### config.mk
export PLATFORM = sky130hd
export DESIGN_NAME = mul_stall_controller_flat
export DESIGN_NICKNAME = d
export VERILOG_FILES = /design/src/rtl/mul_stall_controller_pkg.sv /design/src/rtl/mul_stall_controller_if.sv /design/src/rtl/mul_stall_controller_mul_pipe.sv /design/src/rtl/mul_stall_controller.sv /design/src/flat_wrapper.sv
export SDC_FILE = /design/constraint.sdc
export NUM_CORES = 2
export LEC_CHECK = 0
export CAP_MARGIN = 20
export CORE_MARGIN = 5
export CORE_UTILIZATION = 25
export CTS_CLUSTER_DIAMETER = 30
export DETAILED_ROUTE_END_ITERATION = 8
export SYNTH_ARGS = -nofsm -noshare
export SYNTH_HDL_FRONTEND = slang
export SYNTH_SLANG_ARGS = --single-unit
### constraint.sdc
create_clock -name clk -period 1.8 [get_ports clk]
set_input_delay 0.27 -clock clk [delete_from_list [all_inputs] [get_ports clk]]
set_output_delay 0.27 -clock clk [all_outputs]
set_load 0.005 [all_outputs]
### src/rtl/mul_stall_controller_pkg.sv
// Shared types and constants for the E-stage multiply stall controller.
// Optional build macro MUL_EARLY_OUT_EN (zero-operand early completion) is honoured by the top.
package mul_stall_controller_pkg;

  localparam int unsigned XLEN_DEFAULT = 32;
  localparam int unsigned LATENCY_MIN  = 1;
  localparam int unsigned LATENCY_MAX  = 15;
  localparam int unsigned CNT_W        = $clog2(LATENCY_MAX + 1);

  typedef enum logic [1:0] {
    IDLE = 2'd0,
    BUSY = 2'd1,
    DONE = 2'd2
  } mulState_e;

endpackage

### src/rtl/mul_stall_controller_if.sv
// Handshake bundle between the E stage / hazard unit (master) and the multiply controller (slave).
interface mul_stall_controller_if
  import mul_stall_controller_pkg::*;
#(
  parameter int unsigned XLEN = XLEN_DEFAULT
);

  logic            mul_req_i;
  logic            op_hi_i;
  logic [XLEN-1:0] src_a_i;
  logic [XLEN-1:0] src_b_i;
  logic [4:0]      rd_e_i;
  logic            flush_e_i;
  logic            mul_stall_o;
  logic [XLEN-1:0] result_o;
  logic            result_valid_o;
  logic [4:0]      rd_o;

  modport master (
    output mul_req_i, op_hi_i, src_a_i, src_b_i, rd_e_i, flush_e_i,
    input  mul_stall_o, result_o, result_valid_o, rd_o
  );

  modport slave (
    input  mul_req_i, op_hi_i, src_a_i, src_b_i, rd_e_i, flush_e_i,
    output mul_stall_o, result_o, result_valid_o, rd_o
  );

endinterface

### src/rtl/mul_stall_controller_mul_pipe.sv
// Free-running signed x signed multiplier with STAGES output registers (STAGES=0 is purely combinational).
// The multiply is written as one expression; synthesis retiming spreads it across the stages.
module mul_pipe #(
  parameter int unsigned XLEN   = 32,
  parameter int unsigned STAGES = 2
) (
  input  logic                   clk,
  input  logic                   rst_n,
  input  logic signed [XLEN-1:0] a,
  input  logic signed [XLEN-1:0] b,
  output logic [2*XLEN-1:0]      product
);

  localparam int unsigned PW = 2 * XLEN;

  logic signed [PW-1:0] aExt;
  logic signed [PW-1:0] bExt;
  logic signed [PW-1:0] full;

  assign aExt = {{XLEN{a[XLEN-1]}}, a};
  assign bExt = {{XLEN{b[XLEN-1]}}, b};
  assign full = aExt * bExt;

  if (STAGES == 0) begin : gComb
    assign product = full;
  end else begin : gPipe
    logic [PW-1:0] stage [STAGES];

    always_ff @(posedge clk or negedge rst_n) begin
      if (!rst_n) begin
        for (int i = 0; i < int'(STAGES); i++) stage[i] <= '0;
      end else begin
        stage[0] <= full;
        for (int i = 1; i < int'(STAGES); i++) stage[i] <= stage[i-1];
      end
    end

    assign product = stage[STAGES-1];
  end

endmodule

### src/rtl/mul_stall_controller.sv
// Multi-cycle multiply controller: stalls F/D/E for LATENCY cycles and returns one product half.
// Define MUL_EARLY_OUT_EN to complete zero-operand multiplies in a single stall cycle.
module mul_stall_controller
  import mul_stall_controller_pkg::*;
#(
  parameter int unsigned XLEN    = XLEN_DEFAULT,
  parameter int unsigned LATENCY = 3
) (
  input logic                   clk,
  input logic                   rst_n,
  mul_stall_controller_if.slave bus
);

  localparam int unsigned PW = 2 * XLEN;

  if (LATENCY < LATENCY_MIN || LATENCY > LATENCY_MAX) begin : gBadLatency
    $error("mul_stall_controller: LATENCY out of range");
  end

  mulState_e        state;
  logic [CNT_W-1:0] cnt;
  logic [CNT_W-1:0] cntDec;
  logic             opHiReg;
  logic [4:0]       rdReg;
  logic [XLEN-1:0]  resultReg;
  logic [4:0]       rdOut;
  logic             resultValid;
  logic             accept;
  logic             stall;
  logic [PW-1:0]    product;
  logic [XLEN-1:0]  prodLo;
  logic [XLEN-1:0]  prodHi;

  // Pipe sees the live operands; the capture into resultReg is the final of LATENCY stages.
  mul_pipe #(
    .XLEN   (XLEN),
    .STAGES (LATENCY - 1)
  ) uMulPipe (
    .clk     (clk),
    .rst_n   (rst_n),
    .a       (bus.src_a_i),
    .b       (bus.src_b_i),
    .product (product)
  );

  assign prodLo = product[XLEN-1:0];
  assign prodHi = product[PW-1:XLEN];

`ifdef MUL_EARLY_OUT_EN
  logic zeroOperand;
  assign zeroOperand = (bus.src_a_i == '0) || (bus.src_b_i == '0);
`endif

  // Stall is asserted in the accepting IDLE cycle and in every unflushed BUSY cycle.
  always_comb begin
    accept = 1'b0;
    stall  = 1'b0;
    cntDec = cnt - CNT_W'(1);
    accept = (state == IDLE) && bus.mul_req_i && !bus.flush_e_i;
    stall  = rst_n && (accept || ((state == BUSY) && !bus.flush_e_i));
  end

  always_ff @(posedge clk or negedge rst_n) begin
    if (!rst_n) begin
      state       <= IDLE;
      cnt         <= '0;
      opHiReg     <= 1'b0;
      rdReg       <= '0;
      resultReg   <= '0;
      rdOut       <= '0;
      resultValid <= 1'b0;
    end else begin
      resultValid <= 1'b0;
      unique case (state)
        IDLE: begin
          if (accept) begin
            opHiReg <= bus.op_hi_i;
            rdReg   <= bus.rd_e_i;
            cnt     <= CNT_W'(LATENCY - 1);
`ifdef MUL_EARLY_OUT_EN
            if (zeroOperand) begin
              state       <= DONE;
              resultValid <= 1'b1;
              resultReg   <= '0;
              rdOut       <= bus.rd_e_i;
            end else
`endif
            if (LATENCY == 1) begin
              state       <= DONE;
              resultValid <= 1'b1;
              resultReg   <= bus.op_hi_i ? prodHi : prodLo;
              rdOut       <= bus.rd_e_i;
            end else begin
              state <= BUSY;
            end
          end
        end
        BUSY: begin
          if (bus.flush_e_i) begin
            state <= IDLE;
            cnt   <= '0;
          end else begin
            cnt <= cntDec;
            if (cntDec == '0) begin
              state       <= DONE;
              resultValid <= 1'b1;
              resultReg   <= opHiReg ? prodHi : prodLo;
              rdOut       <= rdReg;
            end
          end
        end
        DONE:    state <= IDLE;
        default: state <= IDLE;
      endcase
    end
  end

  assign bus.mul_stall_o    = stall;
  assign bus.result_o       = resultReg;
  assign bus.result_valid_o = resultValid;
  assign bus.rd_o           = rdOut;

endmodule

### src/flat_wrapper.sv
// flat-port wrapper written by rule: the top's interface ports become plain ports
module mul_stall_controller_flat import mul_stall_controller_pkg::*;
#(
  parameter int unsigned XLEN    = XLEN_DEFAULT,
  parameter int unsigned LATENCY = 3
)
  (clk, rst_n, bus_mul_req_i, bus_op_hi_i, bus_src_a_i, bus_src_b_i, bus_rd_e_i, bus_flush_e_i, bus_mul_stall_o, bus_result_o, bus_result_valid_o, bus_rd_o);
  mul_stall_controller_if #(.XLEN(XLEN)) bus_i ();
  input logic clk;
  input logic rst_n;
  input wire logic [$bits(bus_i.mul_req_i)-1:0] bus_mul_req_i;
  input wire logic [$bits(bus_i.op_hi_i)-1:0] bus_op_hi_i;
  input wire logic [$bits(bus_i.src_a_i)-1:0] bus_src_a_i;
  input wire logic [$bits(bus_i.src_b_i)-1:0] bus_src_b_i;
  input wire logic [$bits(bus_i.rd_e_i)-1:0] bus_rd_e_i;
  input wire logic [$bits(bus_i.flush_e_i)-1:0] bus_flush_e_i;
  output wire logic [$bits(bus_i.mul_stall_o)-1:0] bus_mul_stall_o;
  output wire logic [$bits(bus_i.result_o)-1:0] bus_result_o;
  output wire logic [$bits(bus_i.result_valid_o)-1:0] bus_result_valid_o;
  output wire logic [$bits(bus_i.rd_o)-1:0] bus_rd_o;
  assign bus_i.mul_req_i = bus_mul_req_i;
  assign bus_i.op_hi_i = bus_op_hi_i;
  assign bus_i.src_a_i = bus_src_a_i;
  assign bus_i.src_b_i = bus_src_b_i;
  assign bus_i.rd_e_i = bus_rd_e_i;
  assign bus_i.flush_e_i = bus_flush_e_i;
  assign bus_mul_stall_o = bus_i.mul_stall_o;
  assign bus_result_o = bus_i.result_o;
  assign bus_result_valid_o = bus_i.result_valid_o;
  assign bus_rd_o = bus_i.rd_o;
  mul_stall_controller #(.XLEN(XLEN), .LATENCY(LATENCY)) u_core (.clk(clk), .rst_n(rst_n), .bus(bus_i));
endmodule
==> flow_metrics.env <==
export IMPL_status="finished with violations"
export IMPL_violations="negative setup slack"
export IMPL_max_clock_freq_ghz=0.144
export IMPL_gr_total_overflow=0
export IMPL_post_route_drc_count=0
export IMPL_cts_htree_levels=4
export IMPL_rsz0062_at_grt="yes"
export IMPL_die_area_mm2=0.175
export IMPL_syn_area_per_cell_um2=9.86
export IMPL_arrival_ns=7.28
export IMPL_synth_top_area_share_pct=52.0
export IMPL_ys_top_cells_by_area="fa_1, dfrtp_1, inv_1"
export IMPL_track_usage_pct=16.0
export IMPL_ys_ff_latch=178
export IMPL_die_w_um=418
export IMPL_fin_util_pct=34.5
export IMPL_pre_cts_slack_ns=-6.12
export IMPL_synth_top_cells_by_count="fa_1, inv_1, nand2_1"
export IMPL_cts_made_buffers=17
export IMPL_final_hold_violation_count=0
export IMPL_startpoint_type="input pin"
export IMPL_std_cell_rows=149
export IMPL_synth_cells=4225
export IMPL_clkSinkCount=178
export IMPL_viasPerCell=4.42
export IMPL_drt_iter0_markers=2113
export IMPL_wl_um=141000
export IMPL_io_pins=113
export IMPL_async_flop_share_pct=100
export IMPL_hp_class="flip-flop to flip-flop"
export IMPL_synth_cell_type_count=64
export IMPL_cp_max_fo=7
export IMPL_finalClockSkew_ns=0.0149
export IMPL_synth_fp_nets=5567
export IMPL_period_minus_slack_ns=6.96
export IMPL_yosysTopAreaCell="fa_1"
export IMPL_setup_tns_ns=-259.79
export IMPL_drv_slew=0
export IMPL_fin_cells=7087
export IMPL_cts_tree="done"
export IMPL_multi_input_area_mm2=0.0355
export IMPL_synth_edf_count=0
export IMPL_crit_path_end_kind="flip-flop"
export IMPL_slew_headroom_pct=54.4
export IMPL_ant_nets=0
export IMPL_grt_max_degree=129
export IMPL_syn_cell_area_mm2=0.0417
export IMPL_criticalPathCategory="input pin to flip-flop"
export IMPL_yosysMostFrequentCell="fa_1"
export IMPL_finalCritPeriodShare_pct=387
export IMPL_setup_viol=65
export IMPL_fp_coreArea_mm2=0.165
export IMPL_seqCellArea_mm2=0.00446
export IMPL_setup_slack_ns=-5.16
export IMPL_required_ns=2.12
export IMPL_yosysSeqAreaShare_pct=10.7
export IMPL_io_buffers=112
export IMPL_antenna_found_initial=12
export IMPL_place_inst=6813
export IMPL_dp_hpwl_um=101000
export IMPL_wl_per_cell_um=19.9
export IMPL_nFillCells=16300
export IMPL_dr_total_vias=31300
export IMPL_die_y_um=418
export IMPL_clk_latency_ns=0.43
export IMPL_drive_above_1_share_pct=28.4
export IMPL_final_nets=6223
export IMPL_synth_ff_type="dfrtp_1"
export IMPL_grt_pass1_vias=35200
export IMPL_first_pass_iters=6
export IMPL_place_congestion=0.851
export IMPL_max_cap_violations=0
export IMPL_clk_path_buf_depth=2
export IMPL_start_util_pct=25.2
export IMPL_worst_slew_pin_slew_ns=0.684
export IMPL_cts_root_buf="clkbuf_16"
export IMPL_area_growth_pct=36.7
export IMPL_ys_warn_count=0
export IMPL_clkTransAtPathRegs_ns=0.07
export IMPL_grt_pass1_wl_um=215000
## worst paths after layout
check,slack [ns],start,depth (start not counted),endpoint
min,0.35,u_core.uMulPipe.gPipe.stage[72],0,u_core.uMulPipe.product[8]
max reg2reg,-0.01,u_core.cnt[1],11,u_core.bus.result_o[16]
max,-5.16,bus_src_b_i[5],27,u_core.uMulPipe.gPipe.stage[124]
min reg2reg,0.35,u_core.uMulPipe.gPipe.stage[72],0,u_core.uMulPipe.product[8]
max in group asynchronous,0.43,rst_n,4,u_core.uMulPipe.product[31]
min in group asynchronous,0.46,rst_n,3,u_core.bus.result_o[13]
## per-layer routing
metal  vias to the layer above  global-route usage (%)  share of wire, %
met3                       297                    2.42               6.5
met4                         6                    5.17               4.4
met2                      1003                    28.0                49
met1                     16500                    20.5                40
met5                         -                       0             0.029
li1                      13500                       -                 -
## layout by cell type (no fill, tap or decap), types with 13 or more instances in the layout
cell and count:
a21o_1 26, nand2_2 41, dfrtp_1 176, clkdlybuf4s50_1 46, buf_2 20, nand2_4 30
nand2_1 491, buf_6 107, inv_1 922, o21ai_2 24, and2_4 62, xnor2_1 25
a21oi_1 33, bufbuf_16 36, mux2i_1 35, xnor2_2 21, buf_16 20, a21oi_4 13
buf_12 115, clkbuf_16 27, and2_1 461, nor2_1 20, buf_4 469, o21ai_1 27
buf_8 21, ha_4 66, ha_1 118, fa_1 975, fa_2 107, inv_2 62
a21oi_2 26, nor2b_1 23
## worst max-delay path, stage by stage
cell,delay (ns)
buf_12,0.12
buf_12,0.14
and2_4,0.15
fa_1,0.46
fa_1,0.49
fa_1,0.55
inv_2,0.05
fa_1,0.55
inv_2,0.04
fa_1,0.50
inv_1,0.05
fa_1,0.49
inv_2,0.04
fa_2,0.55
fa_2,0.46
ha_4,0.30
buf_6,0.09
nand3_4,0.07
nor2_4,0.11
nand2_2,0.08
a211oi_4,0.26
o2111ai_2,0.18
a31o_1,0.29
o31a_1,0.28
nor3b_1,0.14
or3_1,0.36
xor2_1,0.16
## layout make-up
type / count / area share, %
clock buffers: 17 / 0.746
clock inverters: 15 / 0.321
repair buffers: 856 / 17.5
inverters: 987 / 6.52
flip-flops and latches: 178 / 7.82
well taps: 2189 / 4.81
multi-input cells: 2841 / 62.3
diodes: 4 / 0.0176
## cells by family after synthesis
kind of cell | share of synthesized area, %
buffers and inverters | 10.9
AO/OA/AOI/OAI | 3.53
XOR/XNOR | 1.49
AND/OR/NAND/NOR | 14.8
flip-flops | 10.7
multiplexers | 1.03
adder cells (fa/ha/maj) | 57.6
## sequential cells by signal, summed over array words and instances, names as in the netlist
signal                       cells
u_core.rdReg                     5
u_core.cnt                       4
u_core.bus.result_valid_o        1
u_core.bus.result_o             32
u_core.uMulPipe.gPipe.stage     64
u_core.uMulPipe.product         64
u_core.opHiReg                   1
u_core.bus.rd_o                  5
u_core.state                     2
## timing repair
item                                    in CTS  in global routing
setup buffers                              151                 39
endpoints found under the setup margin     100                 99
gates cloned                                56                 12
hold buffers                                 1                  0
hold endpoints to repair                    12                  0
pin swaps                                  234                205
resized for setup                          724                321
## per-stage QoR
step / hold WS, ns / area, um2
6_report: 0.349 / 57000
2_1_floorplan: -0.0256 / 43300
5_1_grt: 0.354 / 57000
3_5_place_dp: 0.283 / 50500
3_3_place_gp: 0.277 / 50500
4_1_cts: 0.350 / 55500
Power is not shown: default switching activity piles up to over one toggle a cycle in this logic, so the estimate is an artifact.
